## src/rtl/ysyx_25060166_core_ctrl_pkg.sv

```systemverilog
// Shared state encodings, halt codes and reset PC for the RV32E core sequencer.
package ysyx_25060166_core_ctrl_pkg;

    typedef enum logic [2:0] {
        ST_FETCH  = 3'd0,
        ST_DECODE = 3'd1,
        ST_EXEC   = 3'd2,
        ST_MEM    = 3'd3,
        ST_WB     = 3'd4,
        ST_HALT   = 3'd5
    } ctrl_state_e;

    localparam logic [1:0] HALT_EBREAK   = 2'd0;
    localparam logic [1:0] HALT_ILLEGAL  = 2'd1;
    localparam logic [1:0] HALT_IMEM_TMO = 2'd2;
    localparam logic [1:0] HALT_LSU_TMO  = 2'd3;

    localparam logic [31:0] RESET_PC_DEFAULT = 32'h8000_0000;

    // Writes to x0 are architecturally discarded, so never strobe the RF for them.
    function automatic logic wb_writes(input logic reg_wen, input logic [4:0] rd);
        return reg_wen && (rd != 5'd0);
    endfunction

endpackage

```

## src/rtl/ysyx_25060166_wdt.sv

```systemverilog
// Memory handshake watchdog: counts waiting cycles, clears whenever no handshake is waiting.
module ysyx_25060166_wdt #(
    parameter int LIMIT = 256
) (
    input  logic clk,
    input  logic rst_n,
    input  logic run,
    output logic expire
);
    localparam int CW = $clog2(LIMIT) + 1;

    logic [CW-1:0] cnt;

    always_ff @(posedge clk or negedge rst_n) begin
        if (!rst_n) begin
            cnt <= '0;
        end else if (!run) begin
            cnt <= '0;
        end else begin
            cnt <= cnt + 1'b1;
        end
    end

    // Fires on the LIMIT-th consecutive waiting cycle.
    assign expire = run && (cnt == CW'(LIMIT - 1));

endmodule

```

## src/rtl/ysyx_25060166_core_ctrl.sv

```systemverilog
// Multi-cycle fetch/decode/exec/mem/writeback sequencer for the RV32E core.
// Optional handshake watchdog enabled by defining YSYX_25060166_MEM_TIMEOUT_EN.
module ysyx_25060166_core_ctrl
    import ysyx_25060166_core_ctrl_pkg::*;
#(
    parameter int               WIDTH          = 32,
    parameter logic [WIDTH-1:0] RESET_PC       = RESET_PC_DEFAULT,
    parameter int               TIMEOUT_CYCLES = 256
) (
    input  logic             clk,
    input  logic             rst_n,
    output logic             imem_req,
    output logic [WIDTH-1:0] imem_addr,
    input  logic             imem_ack,
    input  logic [WIDTH-1:0] imem_rdata,
    output logic [WIDTH-1:0] inst,
    input  logic             dec_alu_en,
    input  logic             dec_mem_en,
    input  logic             dec_reg_wen,
    input  logic [4:0]       dec_write_rd,
    input  logic             dec_illegal,
    input  logic             dec_ebreak,
    output logic             alu_start,
    input  logic             alu_done,
    output logic             lsu_req,
    input  logic             lsu_ack,
    input  logic [WIDTH-1:0] npc,
    output logic             rf_wen,
    output logic [WIDTH-1:0] pc,
    output logic [2:0]       state,
    output logic             halted,
    output logic [1:0]       halt_code,
    output logic [31:0]      instret
);
    ctrl_state_e state_q;
    logic        tmo;

`ifdef YSYX_25060166_MEM_TIMEOUT_EN
    logic wait_run;

    assign wait_run = (imem_req && !imem_ack) || (lsu_req && !lsu_ack);

    ysyx_25060166_wdt #(
        .LIMIT (TIMEOUT_CYCLES)
    ) u_wdt (
        .clk    (clk),
        .rst_n  (rst_n),
        .run    (wait_run),
        .expire (tmo)
    );
`else
    logic unused_tmo_cfg;

    assign unused_tmo_cfg = (TIMEOUT_CYCLES == 0);
    assign tmo            = 1'b0;
`endif

    assign state     = state_q;
    assign imem_addr = pc;

    // Request strobes are registered so nothing is asserted until the first edge after reset.
    always_ff @(posedge clk or negedge rst_n) begin
        if (!rst_n) begin
            state_q   <= ST_FETCH;
            pc        <= RESET_PC;
            inst      <= '0;
            instret   <= '0;
            halted    <= 1'b0;
            halt_code <= HALT_EBREAK;
            imem_req  <= 1'b0;
            alu_start <= 1'b0;
            lsu_req   <= 1'b0;
            rf_wen    <= 1'b0;
        end else begin
            alu_start <= 1'b0;
            rf_wen    <= 1'b0;
            case (state_q)
                ST_FETCH: begin
                    if (imem_req && imem_ack) begin
                        inst     <= imem_rdata;
                        imem_req <= 1'b0;
                        state_q  <= ST_DECODE;
                    end else if (tmo) begin
                        imem_req  <= 1'b0;
                        halted    <= 1'b1;
                        halt_code <= HALT_IMEM_TMO;
                        state_q   <= ST_HALT;
                    end else begin
                        imem_req <= 1'b1;
                    end
                end
                ST_DECODE: begin
                    if (dec_ebreak || dec_illegal) begin
                        halted    <= 1'b1;
                        halt_code <= dec_ebreak ? HALT_EBREAK : HALT_ILLEGAL;
                        state_q   <= ST_HALT;
                    end else begin
                        alu_start <= dec_alu_en;
                        state_q   <= ST_EXEC;
                    end
                end
                ST_EXEC: begin
                    if (!dec_alu_en || alu_done) begin
                        if (dec_mem_en) begin
                            lsu_req <= 1'b1;
                            state_q <= ST_MEM;
                        end else begin
                            rf_wen  <= wb_writes(dec_reg_wen, dec_write_rd);
                            state_q <= ST_WB;
                        end
                    end
                end
                ST_MEM: begin
                    if (lsu_ack) begin
                        lsu_req <= 1'b0;
                        rf_wen  <= wb_writes(dec_reg_wen, dec_write_rd);
                        state_q <= ST_WB;
                    end else if (tmo) begin
                        lsu_req   <= 1'b0;
                        halted    <= 1'b1;
                        halt_code <= HALT_LSU_TMO;
                        state_q   <= ST_HALT;
                    end
                end
                ST_WB: begin
                    pc       <= npc;
                    instret  <= instret + 32'd1;
                    imem_req <= 1'b1;
                    state_q  <= ST_FETCH;
                end
                ST_HALT: begin
                    state_q <= ST_HALT;
                end
                default: begin
                    halted  <= 1'b1;
                    state_q <= ST_HALT;
                end
            endcase
        end
    end

endmodule

```

## config.mk

```make
export PLATFORM = sky130hd
export DESIGN_NAME = ysyx_25060166_core_ctrl
export DESIGN_NICKNAME = d
export VERILOG_FILES = /design/src/rtl/ysyx_25060166_core_ctrl_pkg.sv /design/src/rtl/ysyx_25060166_wdt.sv /design/src/rtl/ysyx_25060166_core_ctrl.sv
export SDC_FILE = /design/constraint.sdc
export NUM_CORES = 1
export LEC_CHECK = 0
export ABC_CLOCK_PERIOD_IN_PS = 2600
export CAP_MARGIN = 5
export CORE_MARGIN = 5
export CORE_UTILIZATION = 41
export DETAILED_ROUTE_END_ITERATION = 8
export PLACE_DENSITY = 0.81
export SLEW_MARGIN = 20
export SYNTH_ARGS = -nofsm -noshare
export SYNTH_HDL_FRONTEND = slang
export SYNTH_SLANG_ARGS = --single-unit
export TNS_END_PERCENT = 1
```

## constraint.sdc

```tcl
create_clock -name clk -period 2.6 [get_ports clk]
set_clock_uncertainty 0.05 [all_clocks]
set_input_delay 0.78 -clock clk [delete_from_list [all_inputs] [get_ports clk]]
set_output_delay 0.78 -clock clk [all_outputs]
set_load 0.01 [all_outputs]
```

==> results of run 1 <==
cell families after synthesis:
family          Yosys count
buf+inv                  48
mux                      65
other cells               1
fa+ha+maj                 1
compound gates           16
xor+xnor                 31
flops                   105
simple gates             74
worst max-delay path by stage:
stage	startpoint	end	slack, ns
final	state[2]	state[2]	0.28
after global routing	state[2]	state[2]	0.18
after CTS	state[2]	state[2]	0.25
after detailed placement	imem_ack	inst[29]	0.23
after global placement	imem_ack	inst[4]	0.29
after floorplan	imem_ack	inst[0]	0.63
cell usage in the layout (no fill, tap or decap), types with 3 or more instances in the layout:
cell and count:
sky130_fd_sc_hd__nor2_1 11, sky130_fd_sc_hd__nor3_1 3, sky130_fd_sc_hd__nand3_1 12, sky130_fd_sc_hd__and3_1 7, sky130_fd_sc_hd__a21oi_1 6, sky130_fd_sc_hd__clkbuf_8 9
sky130_fd_sc_hd__xnor2_1 29, sky130_fd_sc_hd__o21ai_0 4, sky130_fd_sc_hd__nor2b_1 3, sky130_fd_sc_hd__inv_1 3, sky130_fd_sc_hd__nand4_1 13, sky130_fd_sc_hd__mux2_2 65
sky130_fd_sc_hd__clkdlybuf4s50_1 214, sky130_fd_sc_hd__dfrtp_1 104, sky130_fd_sc_hd__buf_4 7, sky130_fd_sc_hd__buf_12 3, sky130_fd_sc_hd__nand2_1 11
flip-flops by register name, indices dropped and copies added (netlist names):
name / cells
imem_addr: 32
inst: 32
instret: 32
state: 3
alu_start: 1
halt_code: 1
halted: 1
imem_req: 1
lsu_req: 1
rf_wen: 1
worst max-delay path: stages, from the launching register on:
cell and delay [ns]:
sky130_fd_sc_hd__dfrtp_1 0.36, sky130_fd_sc_hd__buf_4 0.18, sky130_fd_sc_hd__clkdlybuf4s50_1 0.58
cell type report:
class | instances | area, µm² | share of cell area (%)
flip-flops and latches | 105 | 2630 | 38.3
multi-input cells | 188 | 1570 | 22.9
inverters | 3 | 11.3 | 0.164
clock buffers | 9 | 124 | 1.80
well taps | 140 | 175 | 2.55
clock inverters | 7 | 101 | 1.48
repair buffers | 224 | 2250 | 32.8
per-layer routing:
layer | share of wire [%] | GRT usage, %
met5 | 0 | 0
met1 | 38 | 19.3
met3 | 9.5 | 6.68
met4 | 1.3 | 5.01
met2 | 52 | 30.2
per-stage QoR:
| stage | power, mW | hold WS (ns) | setup slack [ns] | area, µm² |
|---|---|---|---|---|
| floorplan | 4.37 | 0.434 | 0.629 | 4520 |
| global placement | 6.08 | 0.410 | 0.292 | 6640 |
| detailed placement | 6.16 | 0.413 | 0.233 | 6640 |
| CTS | 7.32 | 0.340 | 0.248 | 6860 |
| global route | 7.64 | 0.344 | 0.182 | 6860 |
| finish | 7.20 | 0.334 | 0.285 | 6860 |
power groups by stage:
stage | combinational (mW) | sequential (mW) | clock [mW]
after floorplan | 1.48 | 2.89 | 0
after global placement | 3.44 | 2.64 | 0
after detailed placement | 3.48 | 2.68 | 0
after CTS | 3.49 | 2.65 | 1.17
after global routing | 3.67 | 2.73 | 1.24
final | 3.43 | 2.64 | 1.13
==> run summary, run 1 <==
- 2 — CTS max path bufs
- 36.6% — sequential share of power
- 0 — number of enable-type register cells in the synthesized netlist
- 0.11 ns — clock slew at reported path FFs
- 47.7% — relative contribution of combinational cells to total power
- 107 — Initial DRC Count
- 4520 µm² — Mapped Area
- 3297 — number of vias in the routed layout
- 115 µm — width of the die
- 15.7% — Clk pwr share
- 2.32 ns — minimum period implied by the final worst setup slack
- 0.37 ns — clock insertion delay at the later pin of the skew report
- 217 — IO Pins
- 8600 µm — total half-perimeter wirelength after legalization and detailed placement
- 31.5% — net switching share of the total power
- no — RSZ-0062 raised after global routing
- 341 — number of instances in the synthesized netlist
- 9 — TritonCTS Buffers
- 42 — pin count of the biggest net entering global routing
- complete, no violations — run status
- sky130_fd_sc_hd__clkbuf_8 — buffer type at the clock tree root
- 0 — number of instances resized during post-cts repair
- state[0] — origin of the critical flop-to-flop path
- 2.81 nW — LEAKAGE
- 38 — # rows
- 9.74% — basic-gate share of the synthesized area counting and, or, nand and nor cells
- 16.5 µm — average detailed-routed wire length per instance
- 0 — hold buffer count at CTS
- 660 — dpl cells
- 611 — Final Net Count
- 3 — H-tree depth reported by CTS
- 105 — clk sinks
- 421 — net count after synthesis
- 17900 µm — global-route wire length before repair
- 1.77 ns — required time at the worst-slack endpoint
- 89.0% — share of the clock period used by the worst path after layout
- sky130_fd_sc_hd__dfrtp_1 — most used flip-flop cell after synthesis
- 0.73 ns — setup slack, reg-to-reg
- sky130_fd_sc_hd__dfrtp_1, sky130_fd_sc_hd__mux2_2, sky130_fd_sc_hd__xnor2_1, sky130_fd_sc_hd__buf_4, sky130_fd_sc_hd__nand4_1 — Synth area leaders
- 17.2% — GR Util All Layers
- 0 — buffers inserted by post-CTS timing repair
- 58.2% — portion of the post-synthesis area used by sequential elements
- sky130_fd_sc_hd__dfrtp_1, sky130_fd_sc_hd__mux2_2, sky130_fd_sc_hd__buf_4, sky130_fd_sc_hd__xnor2_1, sky130_fd_sc_hd__nand4_1 — top cell types by occurrence after synthesis
- 4.88 — Avg Vias per Cell
- 38 — post-synth cell types
- 0 — total setup violations reported at the end of the flow
- 41.7% — Starting Density
- 0 — initial antenna violation count
- 51.8% — Syn-to-layout area delta
- 0 — residual antenna-violating net count after detailed routing
- 2.26 mW — switching power total
- 5 — number of cells on the worst reg-to-reg path
- 676 — post-layout instance count excluding filler cells
- 13200 µm² — overall die area
- multiplexers — dominant combinational cell family by area after synthesis
- sky130_fd_sc_hd__dfrtp_1 — most numerous cell in the Yosys netlist
- 6.01% — XOR/XNOR share of the synthesized area
- 13.3 µm² — average instance area after synthesis
- 100% — async set-or-reset flop fraction in the synthesized netlist
- 3523 — vias in the first global route
- register — CP startpoint kind
- 0.715 ns — transition time of the tightest slew-check pin
- 10800 µm² — Std-Cell Core Area
- register to output pin — Setup CP Type
- 0.806 — final weighted congestion of routability-driven global placement
- input pin to asynchronous set/reset pin — path type of the worst min-delay path
- 0.641 mV — IR drop worst, VDD
- 2.21% — area fraction in compound gates after synthesis
- instret[28] — Critical R2R Capture
- 1050 nW/µm² — power density relative to cell area
- 1.49 ns — worst path arrival time
- 63.3% — share of the core filled with cells
- 871 — filler cell count
- 105 — Seq cells post-synth
- 0 — warning count from the yosys run
- 4 — detailed-routing iteration count for the pre-antenna-repair pass
- 0 — number of endpoints with negative hold slack in the final report
- 18.3% — fraction of final layout cells with drive strength greater than 1
- 0 — number of diodes
- 12 — largest fanout on the critical path
- output pin — kind of end point of the critical path
- 115 µm — Die Y
- 11100 µm — aggregate routed wire length
- 4.93 mW — internal cell power
- 215 — Port Buffers
- 16.2% — share of synthesized area spent on multiplexers
- 0 — total congestion overflow after global routing
- yes — TritonCTS clock tree
- 0 — DR DRC count
- 0 — max-cap check violation count
- 52.0% — worst slew margin relative to its limit
- 0.277% — Synth Area in Adders
- 0 ns — final sum of negative setup slack
- 57.6% — share of the synthesized area in the top cell type
- sky130_fd_sc_hd__dfrtp_1 — library cell occupying the most area in the post-synthesis netlist
- 432 MHz — fmax
- 0 — final max-slew violation count
Power figures use the tool's default switching activity.
==> run 2, diff against run 1 <==
--- a/config.mk
+++ b/config.mk
@@ -10,6 +10,7 @@
 export CORE_MARGIN = 5
 export CORE_UTILIZATION = 41
 export DETAILED_ROUTE_END_ITERATION = 8
+export GPL_TIMING_DRIVEN = 0
 export PLACE_DENSITY = 0.81
 export SLEW_MARGIN = 20
 export SYNTH_ARGS = -nofsm -noshare
==> run 2 against run 1 <==
Effect of this change: sequential share of layout area decreased by 1.1 points; routed wire length up 3.8%; fmax decreased by 2.3%; setup slack lost 0.054 ns; cell area up 2.9%; register-to-register slack worse by 0.24 ns; combinational power grew 11%; flip-flop and latch count unchanged; non-clock buffer count grew 37; total power increased by 3.0%; clock-buffer cell count up 1; worst hold slack lost 0.085 ns.
==> run summary, run 2 (synthesized netlist as in run 1, its figures left out) <==
- complete, no violations — run status
- 0 — max-cap check violation count
- instret[29] — Critical R2R Capture
- 9 — TritonCTS Buffers
- 0 — number of instances resized during post-cts repair
- 2 — CTS max path bufs
- sky130_fd_sc_hd__nor4_2 — Slowest-stage cell, CP
- 0 — buffers inserted by post-CTS timing repair
- 10800 µm² — Std-Cell Core Area
- 13200 µm² — overall die area
- 115 µm — Die Y
- sky130_fd_sc_hd__clkdlybuf4s50_1 — most common cell after layout, fill and taps aside
- 713 — post-layout instance count excluding filler cells
- 17.7% — GR Util All Layers
- input pin to register — Setup CP Type
- 648 — Final Net Count
- 5 — CP Depth
- 0 ns — final sum of negative setup slack
- 3 — H-tree depth reported by CTS
- 70 — pin count of the biggest net entering global routing
- 215 — Port Buffers
- 0.49 ns — setup slack, reg-to-reg
- 4 — detailed-routing iteration count for the pre-antenna-repair pass
- 2 — number of buffer and inverter stages on the critical path
- 422 MHz — fmax
- 3694 — vias in the first global route
- 0 — number of diodes
- 0.11 ns — clock slew at reported path FFs
- 31.7% — net switching share of the total power
- 2.56 ns — worst path arrival time
- 9170 µm — total half-perimeter wirelength after legalization and detailed placement
- 35.6% — sequential share of power
- 0 — final max-slew violation count
- 1050 nW/µm² — power density relative to cell area
- sky130_fd_sc_hd__clkbuf_8 — buffer type at the clock tree root
- 65.2% — share of the core filled with cells
- 16.2 µm — average detailed-routed wire length per instance
- 0 — initial antenna violation count
- register — kind of end point of the critical path
- 0 — total setup violations reported at the end of the flow
- 51.4% — relative contribution of combinational cells to total power
- buffers and inverters — cell class contributing the biggest share of worst-path delay
- 55.9% — worst slew margin relative to its limit
- 56.3% — Syn-to-layout area delta
- 697 — dpl cells
- 3429 — number of vias in the routed layout
- no — RSZ-0062 raised after global routing
- 2.35 mW — switching power total
- input pin — CP startpoint kind
- 41.7% — Starting Density
- 6880 µm² — placement-stage cell area
- 0.687 mV — IR drop worst, VDD
- 13.0% — Clk pwr share
- 0.231 ns — final worst-path setup slack
- 4.81 — Avg Vias per Cell
- 115 µm — width of the die
- 2.37 ns — minimum period implied by the final worst setup slack
- 0.36 ns — clock insertion delay at the later pin of the skew report
- -0.174 ns — worst slack, placed
- 0 — total congestion overflow after global routing
- 105 — clk sinks
- 2630 µm² — footprint of the flip-flops and latches
- 98 — Initial DRC Count
- 91.1% — share of the clock period used by the worst path after layout
- 2.95 nW — LEAKAGE
- 22.7% — fraction of final layout cells with drive strength greater than 1
- 1560 µm² — total area of multi-input combinational cells
- 6 — number of cells on the worst reg-to-reg path
- input pin to asynchronous set/reset pin — path type of the worst min-delay path
- 0 — residual antenna-violating net count after detailed routing
- 0 — number of endpoints with negative hold slack in the final report
- 844 — filler cell count
- 11500 µm — aggregate routed wire length
- 0.50 ns — delay of the slowest cell on the worst path
- 38 — # rows
- 0.807 — final weighted congestion of routability-driven global placement
- 2.79 ns — required time at the worst-slack endpoint
- 217 — IO Pins
- 10 — largest fanout on the critical path
- 0 — DR DRC count
- state[0] — origin of the critical flop-to-flop path
- sky130_fd_sc_hd__clkdlybuf4s50_1, sky130_fd_sc_hd__dfrtp_1, sky130_fd_sc_hd__mux2_2, sky130_fd_sc_hd__buf_4, sky130_fd_sc_hd__xnor2_1 — most frequent cells in the layout
- 18700 µm — global-route wire length before repair
- yes — TritonCTS clock tree
- clkdlybuf4s50_1, nand2_1, nor4_2, buf_2, mux2_2 — Critical Path, Cell by Cell
- 5.06 mW — internal cell power
- 0.656 ns — transition time of the tightest slew-check pin
- 0 — hold buffer count at CTS
- 7060 µm² — Layout Cell Area excl Fill
[run 2: final cells by class]
class                           instances  share of cell area [%]
Clock inverter                          6                   0.708
Multi-Input combinational cell        188                    22.1
Clock buffer                           10                    1.95
Tap cell                              140                    2.48
Timing Repair Buffer                  216                    30.9
Inverter                                3                   0.159
Sequential cell                       105                    37.2
Buffer                                 45                    4.53
[run 2: worst max path at each step]
stage | end | slack (ns) | from
floorplan | inst[0] | 0.63 | imem_ack
global placement | inst[10] | -3.22 | rst_n
detailed placement | inst[1] | -0.17 | imem_ack
CTS | inst[1] | 0.19 | imem_ack
global route | inst[1] | 0.13 | imem_ack
finish | inst[1] | 0.23 | imem_ack
[run 2: worst reg2reg max path: stages (launching register included)]
cell and delay (ns):
sky130_fd_sc_hd__dfrtp_1 0.40, sky130_fd_sc_hd__buf_6 0.14, sky130_fd_sc_hd__or3b_4 0.39, sky130_fd_sc_hd__nor4_2 0.40
sky130_fd_sc_hd__buf_2 0.30, sky130_fd_sc_hd__nand4_1 0.14, sky130_fd_sc_hd__xnor2_1 0.16
[run 2: layer usage]
| layer | global-route usage (%) | share of wire [%] | wire [µm] | up-vias |
|---|---|---|---|---|
| li1 | - | - | - | 1605 |
| met1 | 20.7 | 38 | 4360 | 1683 |
| met2 | 30.9 | 52 | 5990 | 129 |
| met3 | 6.84 | 9.1 | 1050 | 12 |
| met4 | 3.60 | 1.3 | 146 | 0 |
| met5 | 0 | 0 | 0 | - |
[run 2: per-stage QoR]
step	power, mW	hold slack, ns
2_1_floorplan	4.37	0.434
3_3_place_gp	6.43	0.412
3_5_place_dp	6.54	0.421
4_1_cts	7.53	0.252
5_1_grt	7.89	0.248
6_report	7.41	0.249
[run 2: power groups by stage]
stage	clock, mW	combinational, mW	sequential [mW]
floorplan	0	1.48	2.89
global placement	0	3.78	2.64
detailed placement	0	3.86	2.68
CTS	0.995	3.88	2.66
global route	1.08	4.07	2.74
finish	0.962	3.81	2.64
